[src/rtl/phy_pkg.sv]
// Shared definitions for the PHY serial link: the comma/idle symbol, the idle
// word, the default lock threshold and the 2-bit link state encoding that the
// transmit and receive sides have in common.
package phy_pkg;

    localparam logic [7:0]  COMMA          = 8'hBC;
    localparam int unsigned WORD_W         = 32;
    localparam logic [31:0] IDLE_WORD      = {4{COMMA}};
    localparam int unsigned LOCK_COUNT_DEF = 4;

    typedef enum logic [1:0] {
        ST_SEARCH = 2'd0,
        ST_ALIGN  = 2'd1,
        ST_ACTIVE = 2'd2
    } phy_state_t;

endpackage

[src/rtl/phy_rx_deserializer_if.sv]
// Serial-in / parallel-out bundle of the receive deserializer.
// Handshake: there is no back-pressure. valid_out is a one-cycle pulse; the
// consumer must take Data_out in the cycle valid_out is high. Data_out holds
// its last value otherwise. data_in is sampled on every rising clk_32f edge.
// state is a debug view of the alignment FSM.
interface phy_rx_deserializer_if #(
    parameter int unsigned WIDTH = 32
) ();
    import phy_pkg::*;

    logic             data_in;
    logic [WIDTH-1:0] Data_out;
    logic             valid_out;
    logic             active;
    phy_state_t       state;

    // Line side / bench drives the serial bit and observes the parallel side
    modport master (
        output data_in,
        input  Data_out,
        input  valid_out,
        input  active,
        input  state
    );

    // Deserializer consumes the serial bit and produces the parallel side
    modport slave (
        input  data_in,
        output Data_out,
        output valid_out,
        output active,
        output state
    );
endinterface

[src/rtl/phy_rx_comma_align.sv]
// Comma aligner: slides an 8-bit window over the serial stream, locks onto
// the comma byte grid and declares lock after LOCK_COUNT consecutive commas
// on that grid. Once locked it stays locked until reset.
module phy_rx_comma_align
    import phy_pkg::*;
#(
    parameter int unsigned LOCK_COUNT = LOCK_COUNT_DEF
) (
    input  logic       clk_32f,
    input  logic       reset,
    input  logic       data_in_i,
    output logic       lock_o,
    output logic       word_start_o,
    output phy_state_t state_o
);

    localparam logic [3:0] LOCK_LAST = 4'(LOCK_COUNT);

    logic [7:0] byte_sr_q;
    logic [7:0] nb;
    logic [2:0] bit_cnt_q;
    logic [3:0] comma_cnt_q;
    phy_state_t state_q;
    logic       lock_q;
    logic       word_start_q;

    // Window including the bit being sampled this edge
    assign nb = {byte_sr_q[6:0], data_in_i};

    // Alignment FSM: free-running window shift, comma search and grid check
    always_ff @(posedge clk_32f) begin
        if (reset) begin
            byte_sr_q    <= '0;
            bit_cnt_q    <= '0;
            comma_cnt_q  <= '0;
            state_q      <= ST_SEARCH;
            lock_q       <= 1'b0;
            word_start_q <= 1'b0;
        end else begin
            byte_sr_q    <= nb;
            word_start_q <= 1'b0;
            case (state_q)
                ST_SEARCH: begin
                    if (nb == COMMA) begin
                        bit_cnt_q   <= '0;
                        comma_cnt_q <= 4'd1;
                        if (LOCK_COUNT == 1) begin
                            state_q      <= ST_ACTIVE;
                            lock_q       <= 1'b1;
                            word_start_q <= 1'b1;
                        end else begin
                            state_q <= ST_ALIGN;
                        end
                    end
                end
                ST_ALIGN: begin
                    bit_cnt_q <= bit_cnt_q + 3'd1;
                    if (bit_cnt_q == 3'd7) begin
                        if (nb == COMMA) begin
                            comma_cnt_q <= comma_cnt_q + 4'd1;
                            if (comma_cnt_q + 4'd1 == LOCK_LAST) begin
                                state_q      <= ST_ACTIVE;
                                lock_q       <= 1'b1;
                                word_start_q <= 1'b1;
                            end
                        end else begin
                            // Grid broken: restart the search on the next bit
                            state_q     <= ST_SEARCH;
                            comma_cnt_q <= '0;
                        end
                    end
                end
                ST_ACTIVE: begin
                    // No loss-of-lock detection; only reset leaves this state
                end
                default: begin
                    state_q <= ST_SEARCH;
                end
            endcase
        end
    end

    assign lock_o       = lock_q;
    assign word_start_o = word_start_q;
    assign state_o      = state_q;

endmodule

[src/rtl/phy_rx_deserializer.sv]
// Receive deserializer top: after the aligner locks, gathers WIDTH serial
// bits MSB first into a word and presents every non-idle word as a one-cycle
// valid_out pulse. Idle words are dropped so the parallel side reproduces the
// transmitter's Data_in/valid_in stream.
module phy_rx_deserializer
    import phy_pkg::*;
#(
    parameter int unsigned LOCK_COUNT = LOCK_COUNT_DEF,
    parameter int unsigned WIDTH      = WORD_W
) (
    input logic                  clk_32f,
    input logic                  reset,
    phy_rx_deserializer_if.slave bus
);

    localparam int unsigned    CNT_W  = $clog2(WIDTH);
    localparam logic [CNT_W-1:0] LAST = CNT_W'(WIDTH - 1);
    localparam logic [WIDTH-1:0] IDLE = {(WIDTH / 8){COMMA}};

    logic             lock;
    logic             word_start;
    phy_state_t       align_state;

    logic [WIDTH-1:0] word_sr_q;
    logic [WIDTH-1:0] w;
    logic [CNT_W-1:0] word_cnt_q;
    logic [CNT_W-1:0] word_cnt_d;
    logic [WIDTH-1:0] data_q;
    logic             valid_q;

    phy_rx_comma_align #(
        .LOCK_COUNT (LOCK_COUNT)
    ) u_align (
        .clk_32f      (clk_32f),
        .reset        (reset),
        .data_in_i    (bus.data_in),
        .lock_o       (lock),
        .word_start_o (word_start),
        .state_o      (align_state)
    );

    // Word as it stands including the bit sampled this edge
    assign w = {word_sr_q[WIDTH-2:0], bus.data_in};

    // Bit position within the word; the first locked cycle carries the word MSB
    always_comb begin
        word_cnt_d = word_cnt_q + 1'b1;
        if (word_start) begin
            word_cnt_d = CNT_W'(1);
        end
    end

    // Word assembly and output registers, idle words suppressed
    always_ff @(posedge clk_32f) begin
        if (reset) begin
            word_sr_q  <= '0;
            word_cnt_q <= '0;
            data_q     <= '0;
            valid_q    <= 1'b0;
        end else begin
            valid_q <= 1'b0;
            if (lock) begin
                word_sr_q  <= w;
                word_cnt_q <= word_cnt_d;
                if (word_cnt_q == LAST && w != IDLE) begin
                    data_q  <= w;
                    valid_q <= 1'b1;
                end
            end
        end
    end

    assign bus.Data_out  = data_q;
    assign bus.valid_out = valid_q;
    assign bus.active    = lock;
    assign bus.state     = align_state;

endmodule

[src/flat_wrapper.sv]
// flat-port wrapper written by rule: the top's interface ports become plain ports
module phy_rx_deserializer_flat import phy_pkg::*;
#(
    parameter int unsigned LOCK_COUNT = LOCK_COUNT_DEF,
    parameter int unsigned WIDTH      = WORD_W
)
  (clk_32f, reset, bus_data_in, bus_Data_out, bus_valid_out, bus_active, bus_state);
  phy_rx_deserializer_if #(.WIDTH(WIDTH)) bus_i ();
  input logic clk_32f;
  input logic reset;
  input wire logic [$bits(bus_i.data_in)-1:0] bus_data_in;
  output wire logic [$bits(bus_i.Data_out)-1:0] bus_Data_out;
  output wire logic [$bits(bus_i.valid_out)-1:0] bus_valid_out;
  output wire logic [$bits(bus_i.active)-1:0] bus_active;
  output wire logic [$bits(bus_i.state)-1:0] bus_state;
  assign bus_i.data_in = bus_data_in;
  assign bus_Data_out = bus_i.Data_out;
  assign bus_valid_out = bus_i.valid_out;
  assign bus_active = bus_i.active;
  assign bus_state = bus_i.state;
  phy_rx_deserializer #(.LOCK_COUNT(LOCK_COUNT), .WIDTH(WIDTH)) u_core (.clk_32f(clk_32f), .reset(reset), .bus(bus_i));
endmodule
[config.mk]
export PLATFORM = sky130hd
export DESIGN_NAME = phy_rx_deserializer_flat
export DESIGN_NICKNAME = d
export VERILOG_FILES = /design/src/rtl/phy_pkg.sv /design/src/rtl/phy_rx_deserializer_if.sv /design/src/rtl/phy_rx_comma_align.sv /design/src/rtl/phy_rx_deserializer.sv /design/src/flat_wrapper.sv
export SDC_FILE = /design/constraint.sdc
export NUM_CORES = 1
export LEC_CHECK = 0
export ABC_AREA = 1
export BUFFER_PORTS_ARGS = -buffer_cell sky130_fd_sc_hd__buf_2
export CAP_MARGIN = 20
export CELL_PAD_IN_SITES_DETAIL_PLACEMENT = 1
export CELL_PAD_IN_SITES_GLOBAL_PLACEMENT = 1
export CORE_MARGIN = 10
export CORE_UTILIZATION = 45
export CTS_CLUSTER_SIZE = 20
export DETAILED_ROUTE_END_ITERATION = 7
export PLACE_DENSITY_LB_ADDON = 0.1
export SETUP_SLACK_MARGIN = 0.02
export SKIP_CTS_REPAIR_TIMING = 1
export SLEW_MARGIN = 10
export SYNTH_ARGS = -nofsm -noshare
export SYNTH_HDL_FRONTEND = slang
export SYNTH_HIERARCHICAL = 1
export SYNTH_SLANG_ARGS = --single-unit
[constraint.sdc]
create_clock -name clk_32f -period 3.8 [get_ports clk_32f]
set_input_delay 0.38 -clock clk_32f [delete_from_list [all_inputs] [get_ports clk_32f]]
set_output_delay 0.38 -clock clk_32f [all_outputs]
set_load 0.03 [all_outputs]
## After elaboration in Yosys (flattened, before gate mapping)

Index checks and enable logic that the tools add are counted.

- Bitwise gates (word level): 5
- Add/sub/neg operators: 3
- Reductions and logical operators: 10
- Multiplexer cells: 14
- Eq/ne operators: 10

Operators with widths:

| operator | count |
|---|---|
| 32-bit != test (second input constant) | 1 |
| 4-bit 2-to-1 mux | 3 |
| 8-bit equality test (second input constant) | 1 |
| 2-bit 2-to-1 mux | 4 |
| 4-bit one-hot mux with 2 select lines | 1 |
| 4-bit AND reduction | 2 |
| 2-bit one-hot mux with 3 select lines | 1 |
| 3-bit one-hot mux with 2 select lines | 1 |
| 5-bit by 1-bit adder with 5-bit output (second input constant) | 1 |
| 5-bit equality test (second input constant) | 1 |
| 5-bit 2-to-1 mux | 1 |
| 1-bit inverter | 5 |
| 4-bit by 1-bit adder with 4-bit output (second input constant) | 1 |
| 4-bit by 3-bit equality test with 1-bit output (second input constant) | 1 |
| 2-bit != test (second input constant) | 2 |
| 2-bit AND reduction | 2 |
| 4-bit OR reduction | 1 |
| 3-bit by 1-bit adder with 3-bit output (second input constant) | 1 |
| 3-bit equality test (second input constant) | 1 |
| 3-bit 2-to-1 mux | 1 |
| 3-bit != test (second input constant) | 1 |
| 3-bit AND reduction | 1 |
| 2-bit by 1-bit equality test with 1-bit output (second input constant) | 1 |
| 2-bit equality test (second input constant) | 1 |
| 5 further kinds | 6 |

- Bits in registers: 87
- Word-level logic and storage cells: 52

## Logic depth before layout (Yosys ltp)

Gate-level depths: netlist of the first run.

- Word-level depth: 6
- Depth in mapped cells: 11
- Gate-level depth less buffers: 11

## Modules after synthesis

Netlist of the first run, hierarchy kept.

Modules (own cells, without submodules):

| module | seq. area each (um^2) | area each (um^2) | cells each | times used |
|---|---|---|---|---|
| phy_rx_deserializer | 1381.3 | 2776.4 | 378 | 1 |
| phy_rx_comma_align | 360.3 | 809.5 | 103 | 1 |

## Worst setup path before layout of the first run

No wires, ideal clock.

- Kind: flip-flop to flip-flop
- Start point: reg u_core.word_cnt_q[0]
- End point: reg u_core.data_q[12], in the netlist u_core/bus.Data_out[12]
- Stages on the path, launching flop included: 11
- Path slack: 2.189 ns
- Arrival time: 1.547 ns
- Path through: dfxtp_1 -> ha_1 -> inv_1 -> nor3_1 -> ha_1 -> nand2_1 -> inv_1 -> buf_4 -> clkbuf_1 -> a21oi_1 -> nor2_1

- Cells in the longest elaborated chain, start to end: 3

RTL lines:

| item | line | source |
|---|---|---|
| from (decl) | phy_rx_deserializer.sv:26 | `logic [CNT_W-1:0] word_cnt_q;` |
| from (signal assigned) | phy_rx_deserializer.sv:64 | `word_cnt_q <= word_cnt_d;` |
| 5-bit equality test | phy_rx_deserializer.sv:65 | `if (word_cnt_q == LAST && w != IDLE) begin` |
| 1-bit logical AND | phy_rx_deserializer.sv:65 |  |
| 2-bit AND reduction (no source line) | - |  |
| to (signal assigned) | phy_rx_deserializer.sv:66 | `data_q <= w;` |
| to (decl) | phy_rx_deserializer.sv:28 | `logic [WIDTH-1:0] data_q;` |

No other way between the ends.
A chain may end at the register's enable or synchronous reset.

## Worst setup path in the final report of the first run

- Start point: reg u_core.word_cnt_q[0]
- End point: reg u_core.data_q[24], in the netlist u_core/bus.Data_out[24]

Same word-level chain as after synthesis.

==> reports/metrics.cfg, run 1 <==
[status]
status = complete, no violations

[sta]
hold_violations = 0
min_period_ns = 1.90
finalCritPeriodShare = 0.500
fin_skew_ns = 0.0142
fin_ws_ns = 1.90
rsz0062_at_grt = false
finalMaxSlewViolations = 0
finalSetupViolCount = 0
worst_pin_slew_ns = 0.910
whs_ns = 0.288
relSlewSlack = 0.392
finalSetupTns_ns = 0
fmax_ghz = 0.526

[worst_setup_path]
crit_buf_inv = 3
r2r_cells = 10
cp_max_fo = 52
cp-end-kind = flip-flop
cp.required_ns = 4.05
arrival_ns = 2.15
crit_family = buffers and inverters
start_kind = flip-flop
crit_chain = ha_1 -> inv_1 -> nor3_1 -> ha_1 -> nand2_1 -> inv_2 -> buf_12 -> nand3_1 -> nand2_1 -> nor2_1
crit_type = flip-flop to flip-flop
cpPeakStageDelay_ns = 0.37
path_depth = 10
crit_slowest_cell = dfxtp_1

[logic_synthesis]
ys_warn_count = 6
synthesis.nets = 490
ys.flop_type = dfxtp_1
seq_area_frac_synth = 0.486
synth_seq_cells = 87
synthCells = 481
async_reset_ff_frac = 0
synth.avg_cell_area_um2 = 7.46
netlist_area_um2 = 3590
synth_edf_count = 0
synth_cell_type_count = 24

[placed_design]
place_hpwl_um = 5360
place_area_um2 = 3780
routabilityCongestion = 0.789
place_ws_ns = 1.54
port_buffers = 38

[routing]
vias = 3099
routed_wl_um = 8330
drtPass1Iterations = 4
drt-initial-drc-count = 68
ant_nets = 0
avgRoutedWirePerCell_um = 13.6
vias_per_cell = 5.06
drc_errors = 0

[floorplan]
io_pins = 39
rows = 32
die_h_um = 109
fp.coreArea_um2 = 7730
dieArea_um2 = 11900
dieWidth_um = 109
start_util = 0.464

[layout]
antenna_cells = 0
drive_above_1_share = 0.161
multi_input_area_um2 = 1490
final_common_cell = dfxtp_1
fill_cells = 1017
fin_area_um2 = 4000
final_nets = 515
layout-area-overhead-vs-synth_pct = 11.6
fin_util = 0.518
seq_area_um2 = 1740
layout_common_cells = dfxtp_1, nand2_1, a21oi_1, nor2_1, inv_1

[cts]
htree_levels = 3
tritoncts = yes
cts_buffers = 9
cts_sinks = 87
clkLatencyLatePin_ns = 0.35
clkTransAtPathRegs_ns = 0.08
clockBufferDepth = 2
cts_root_buf = clkbuf_8

[pwr]
intPower_uw = 1220
power_frac_comb = 0.019
clkPwrFrac = 0.396
powerDensity_nw_per_um2 = 390
switching_share = 0.219
power_switching_uw = 342
ir_worst_vdd_mv = 0.195
pwr-share-seq = 0.586
power.leakage_uw = 0.00167

[grt]
antenna_found_initial = 0
gr-usage-all-layers = 0.143
grt_pass1_wl_um = 14300
gr-total-overflow = 0
grt_max_degree = 72
first_global_vias = 3183

[min_path]
hp-class = input pin to flip-flop
min_path_cells = 3

[job]
drv_cap = 0

## power by group through the flow
| stage | sequential [uW] | combinational, uW | clock, uW |
|---|---|---|---|
| global placement | 934 | 29.2 | 0 |
| finish | 913 | 29.3 | 617 |
| CTS | 913 | 29.8 | 635 |
| floorplan | 934 | 21.2 | 0 |
| global route | 913 | 33.7 | 685 |
| detailed placement | 935 | 29.9 | 0 |
## state kept, by name (all words and copies together), names as in the netlist
register	count
u_core/bus.Data_out	32
u_core/bus.valid_out	1
u_core/u_align/bit_cnt_q	3
u_core/u_align/byte_sr_q	7
u_core/u_align/comma_cnt_q	4
u_core/u_align/lock_o	1
u_core/u_align/state_o	2
u_core/u_align/word_start_o	1
u_core/word_cnt_q	5
u_core/word_sr_q	31
## cells in the mapped netlist, types with 2 or more instances
master / number / area [um^2]
a21oi_1: 75 / 375
nand2_2: 4 / 25.0
nor2_1: 55 / 206
o21ai_0: 40 / 200
ha_1: 6 / 75.1
nand2_1: 77 / 289
inv_1: 44 / 165
nand3_1: 38 / 190
inv_2: 11 / 41.3
nand4_1: 2 / 12.5
clkbuf_1: 16 / 60.1
dfxtp_1: 87 / 1740
buf_2: 9 / 45.0
nor2_4: 3 / 33.8
buf_6: 3 / 33.8
nor3_1: 3 / 15.0
## logic make-up (layout without fill, tap and decap cells)
logic type	Yosys count	in the layout	synth area share
buffers and inverters	84	113	0.0984
AOI/OAI and AO/OA	116	116	0.162
and+or+nand+nor	187	187	0.230
xor gates and xnor gates	1	1	0.00244
DFF	87	87	0.486
adders and majority gates	6	6	0.0209
## area by class of cell
cell class,count,share of cell area
flip-flops and latches,87,0.436
clock buffers,10,0.0319
repair buffers,43,0.0632
multi-input cells,310,0.373
clock inverters,5,0.0125
inverters,55,0.0516
well taps,102,0.0319
## path summary, 6_finish.rpt
check                                    startpoint                                endpoint  slack [ns]
min                                     bus_data_in  u_core/u_align/byte_sr_q[0]$_SDFF_PP0_        0.29
max reg2reg       u_core/word_cnt_q[0]$_SDFFE_PP0P_    u_core/bus.Data_out[24]$_SDFFE_PP0P_        1.90
min reg2reg  u_core/u_align/byte_sr_q[4]$_SDFF_PP0_  u_core/u_align/byte_sr_q[5]$_SDFF_PP0_        0.42
max               u_core/word_cnt_q[0]$_SDFFE_PP0P_    u_core/bus.Data_out[24]$_SDFFE_PP0P_        1.90
## worst register-to-register path: stages, from the launching register on
cell     delay, ns
dfxtp_1       0.37
ha_1          0.19
inv_1         0.06
nor3_1        0.15
ha_1          0.17
nand2_1       0.06
inv_2         0.21
buf_12        0.28
nand3_1       0.16
nand2_1       0.10
nor2_1        0.05
## metal layers
| metal | wire [um] | vias up | part of all wire | track usage |
|---|---|---|---|---|
| met5 | 0 | - | 0 | 0 |
| met1 | 3740 | 1462 | 0.45 | 0.163 |
| met2 | 4140 | 31 | 0.50 | 0.254 |
| met4 | 110 | 0 | 0.013 | 0.0465 |
| met3 | 342 | 14 | 0.041 | 0.0342 |
| li1 | - | 1592 | - | - |
## per-stage QoR
step,instances,total power [uW]
after floorplan,481,956
after global placement,595,964
after detailed placement,595,964
after CTS,610,1580
after global routing,612,1630
final,612,1560
(Power assumes the default switching activity.)
==> inputs of run 2 (changes only) <==
CORE_UTILIZATION = 38   (was 45)
clock period = 1.6 ns   (was 3.8 ns; I/O delays follow)
==> reports/metrics.cfg, run 2 (synthesized netlist as in run 1, its figures left out) <==
[cts]
tritoncts = yes
clockBufferDepth = 2
cts_buffers = 9
cts_sinks = 87
cts_root_buf = clkbuf_8
clkTransAtPathRegs_ns = 0.08
htree_levels = 3
clkLatencyLatePin_ns = 0.36

[floorplan]
io_pins = 39
die_h_um = 117
dieArea_um2 = 13700
dieWidth_um = 117
start_util = 0.390
fp.coreArea_um2 = 9200
rows = 35

[min_path]
hp-class = input pin to flip-flop
min_path_cells = 3
hp-start = bus_data_in
holdPathEnd = u_core/u_align/byte_sr_q[0]$_SDFF_PP0_

[pwr]
total_power_uw = 3800
powerDensity_nw_per_um2 = 862
power.leakage_uw = 0.00184
ir_worst_vdd_mv = 0.465

[grt]
gr-total-overflow = 0
grt_pass1_wl_um = 13900
grt_max_degree = 52
first_global_vias = 3135
gr-usage-all-layers = 0.126
antenna_found_initial = 0

[routing]
ant_nets = 0
drtPass1Iterations = 4
avgRoutedWirePerCell_um = 13.9
routed_wl_um = 8880
vias_per_cell = 4.90
vias = 3128
drt-initial-drc-count = 100
drc_errors = 0

[worst_setup_path]
crit_slowest_cell = dfxtp_2
arrival_ns = 1.80
reg2reg_to = u_core/bus.Data_out[22]$_SDFFE_PP0P_
crit_chain = ha_4 -> inv_4 -> nor3_4 -> ha_2 -> nand2_4 -> clkinv_8 -> clkbuf_16 -> nand3_2 -> nand2_1 -> nor2_1
r2r_cells = 10
cpPeakStageDelay_ns = 0.36
cp_max_fo = 7
r2r-start = u_core/word_cnt_q[1]$_SDFFE_PP0P_
cp.required_ns = 1.86
start_kind = flip-flop
crit_type = flip-flop to flip-flop
rrSetupSlack_ns = 0.06
cp-end-kind = flip-flop

[sta]
relSlewSlack = 0.740
fmax_ghz = 0.650
finalCritPeriodShare = 0.961
fin_skew_ns = 0.0100
min_period_ns = 1.54
hold_violations = 0
whs_ns = 0.0797
finalMaxSlewViolations = 0
rsz0062_at_grt = true
finalSetupTns_ns = 0
fin_ws_ns = 0.0621
worst_pin_slew_ns = 0.390
finalSetupViolCount = 0

[layout]
antenna_cells = 0
final_common_cell = dfxtp_1
fin_util = 0.479
layout-area-overhead-vs-synth_pct = 22.7
final_nets = 532
largest_register_ffs = 32
drive_above_1_share = 0.231
layout_common_cells = dfxtp_1, nand2_1, a21oi_1, nor2_1, inv_1

[placed_design]
routabilityCongestion = 0.758
place_hpwl_um = 5420
place_ws_ns = -0.0108
port_buffers = 38

[status]
status = complete, no violations

[job]
drv_cap = 0

## run 2: how the worst max path moves through the flow
stage,startpoint,endpoint,slack [ns],cells past startpoint
floorplan,u_core/word_cnt_q[0]$_SDFFE_PP0P_,u_core/bus.Data_out[24]$_SDFFE_PP0P_,0.03,11
global placement,u_core/word_cnt_q[1]$_SDFFE_PP0P_,u_core/bus.Data_out[18]$_SDFFE_PP0P_,0.07,10
detailed placement,u_core/word_cnt_q[1]$_SDFFE_PP0P_,u_core/bus.Data_out[6]$_SDFFE_PP0P_,-0.01,10
CTS,u_core/word_cnt_q[1]$_SDFFE_PP0P_,u_core/bus.Data_out[6]$_SDFFE_PP0P_,-0.02,10
global route,u_core/word_cnt_q[1]$_SDFFE_PP0P_,u_core/bus.Data_out[3]$_SDFFE_PP0P_,-0.05,10
finish,u_core/word_cnt_q[1]$_SDFFE_PP0P_,u_core/bus.Data_out[22]$_SDFFE_PP0P_,0.06,10
## run 2: where the power goes
part	leakage, uW	total, uW	switching [uW]	internal [uW]
logic	0.00103	70.9	49.8	21.0
clock network	0.000103	1560	791	766
registers	0.000702	2170	1.53	2170
## run 2: through the flow
stage                     cell area, um^2  instances
after global routing                 4400        639
after floorplan                      3590        481
after global placement               3890        612
after CTS                            4090        628
final                                4400        639
after detailed placement             3890        612
## run 2: routing by layer
layer	global-route usage	share of wire	vias up
li1	-	-	1634
met5	0	0	-
met1	0.140	0.46	1451
met2	0.217	0.48	33
met4	0.0568	0.015	0
met3	0.0357	0.040	10
## run 2: worst max-delay path: cells and delay by family (launching register included)
kind          cells  cell delay, ns
fa+ha+maj         2            0.36
buf+inv           3            0.30
flops             1            0.36
simple gates      5            0.44
## run 2: layout make-up
class	instances	area, um^2
multi-input cells	310	1600
flip-flops and latches	87	1750
fillers	1155	4790
well taps	111	139
inverters	55	221
clock buffers	11	141
repair inverters	1	11.3
clock inverters	5	57.6
repair buffers	59	484
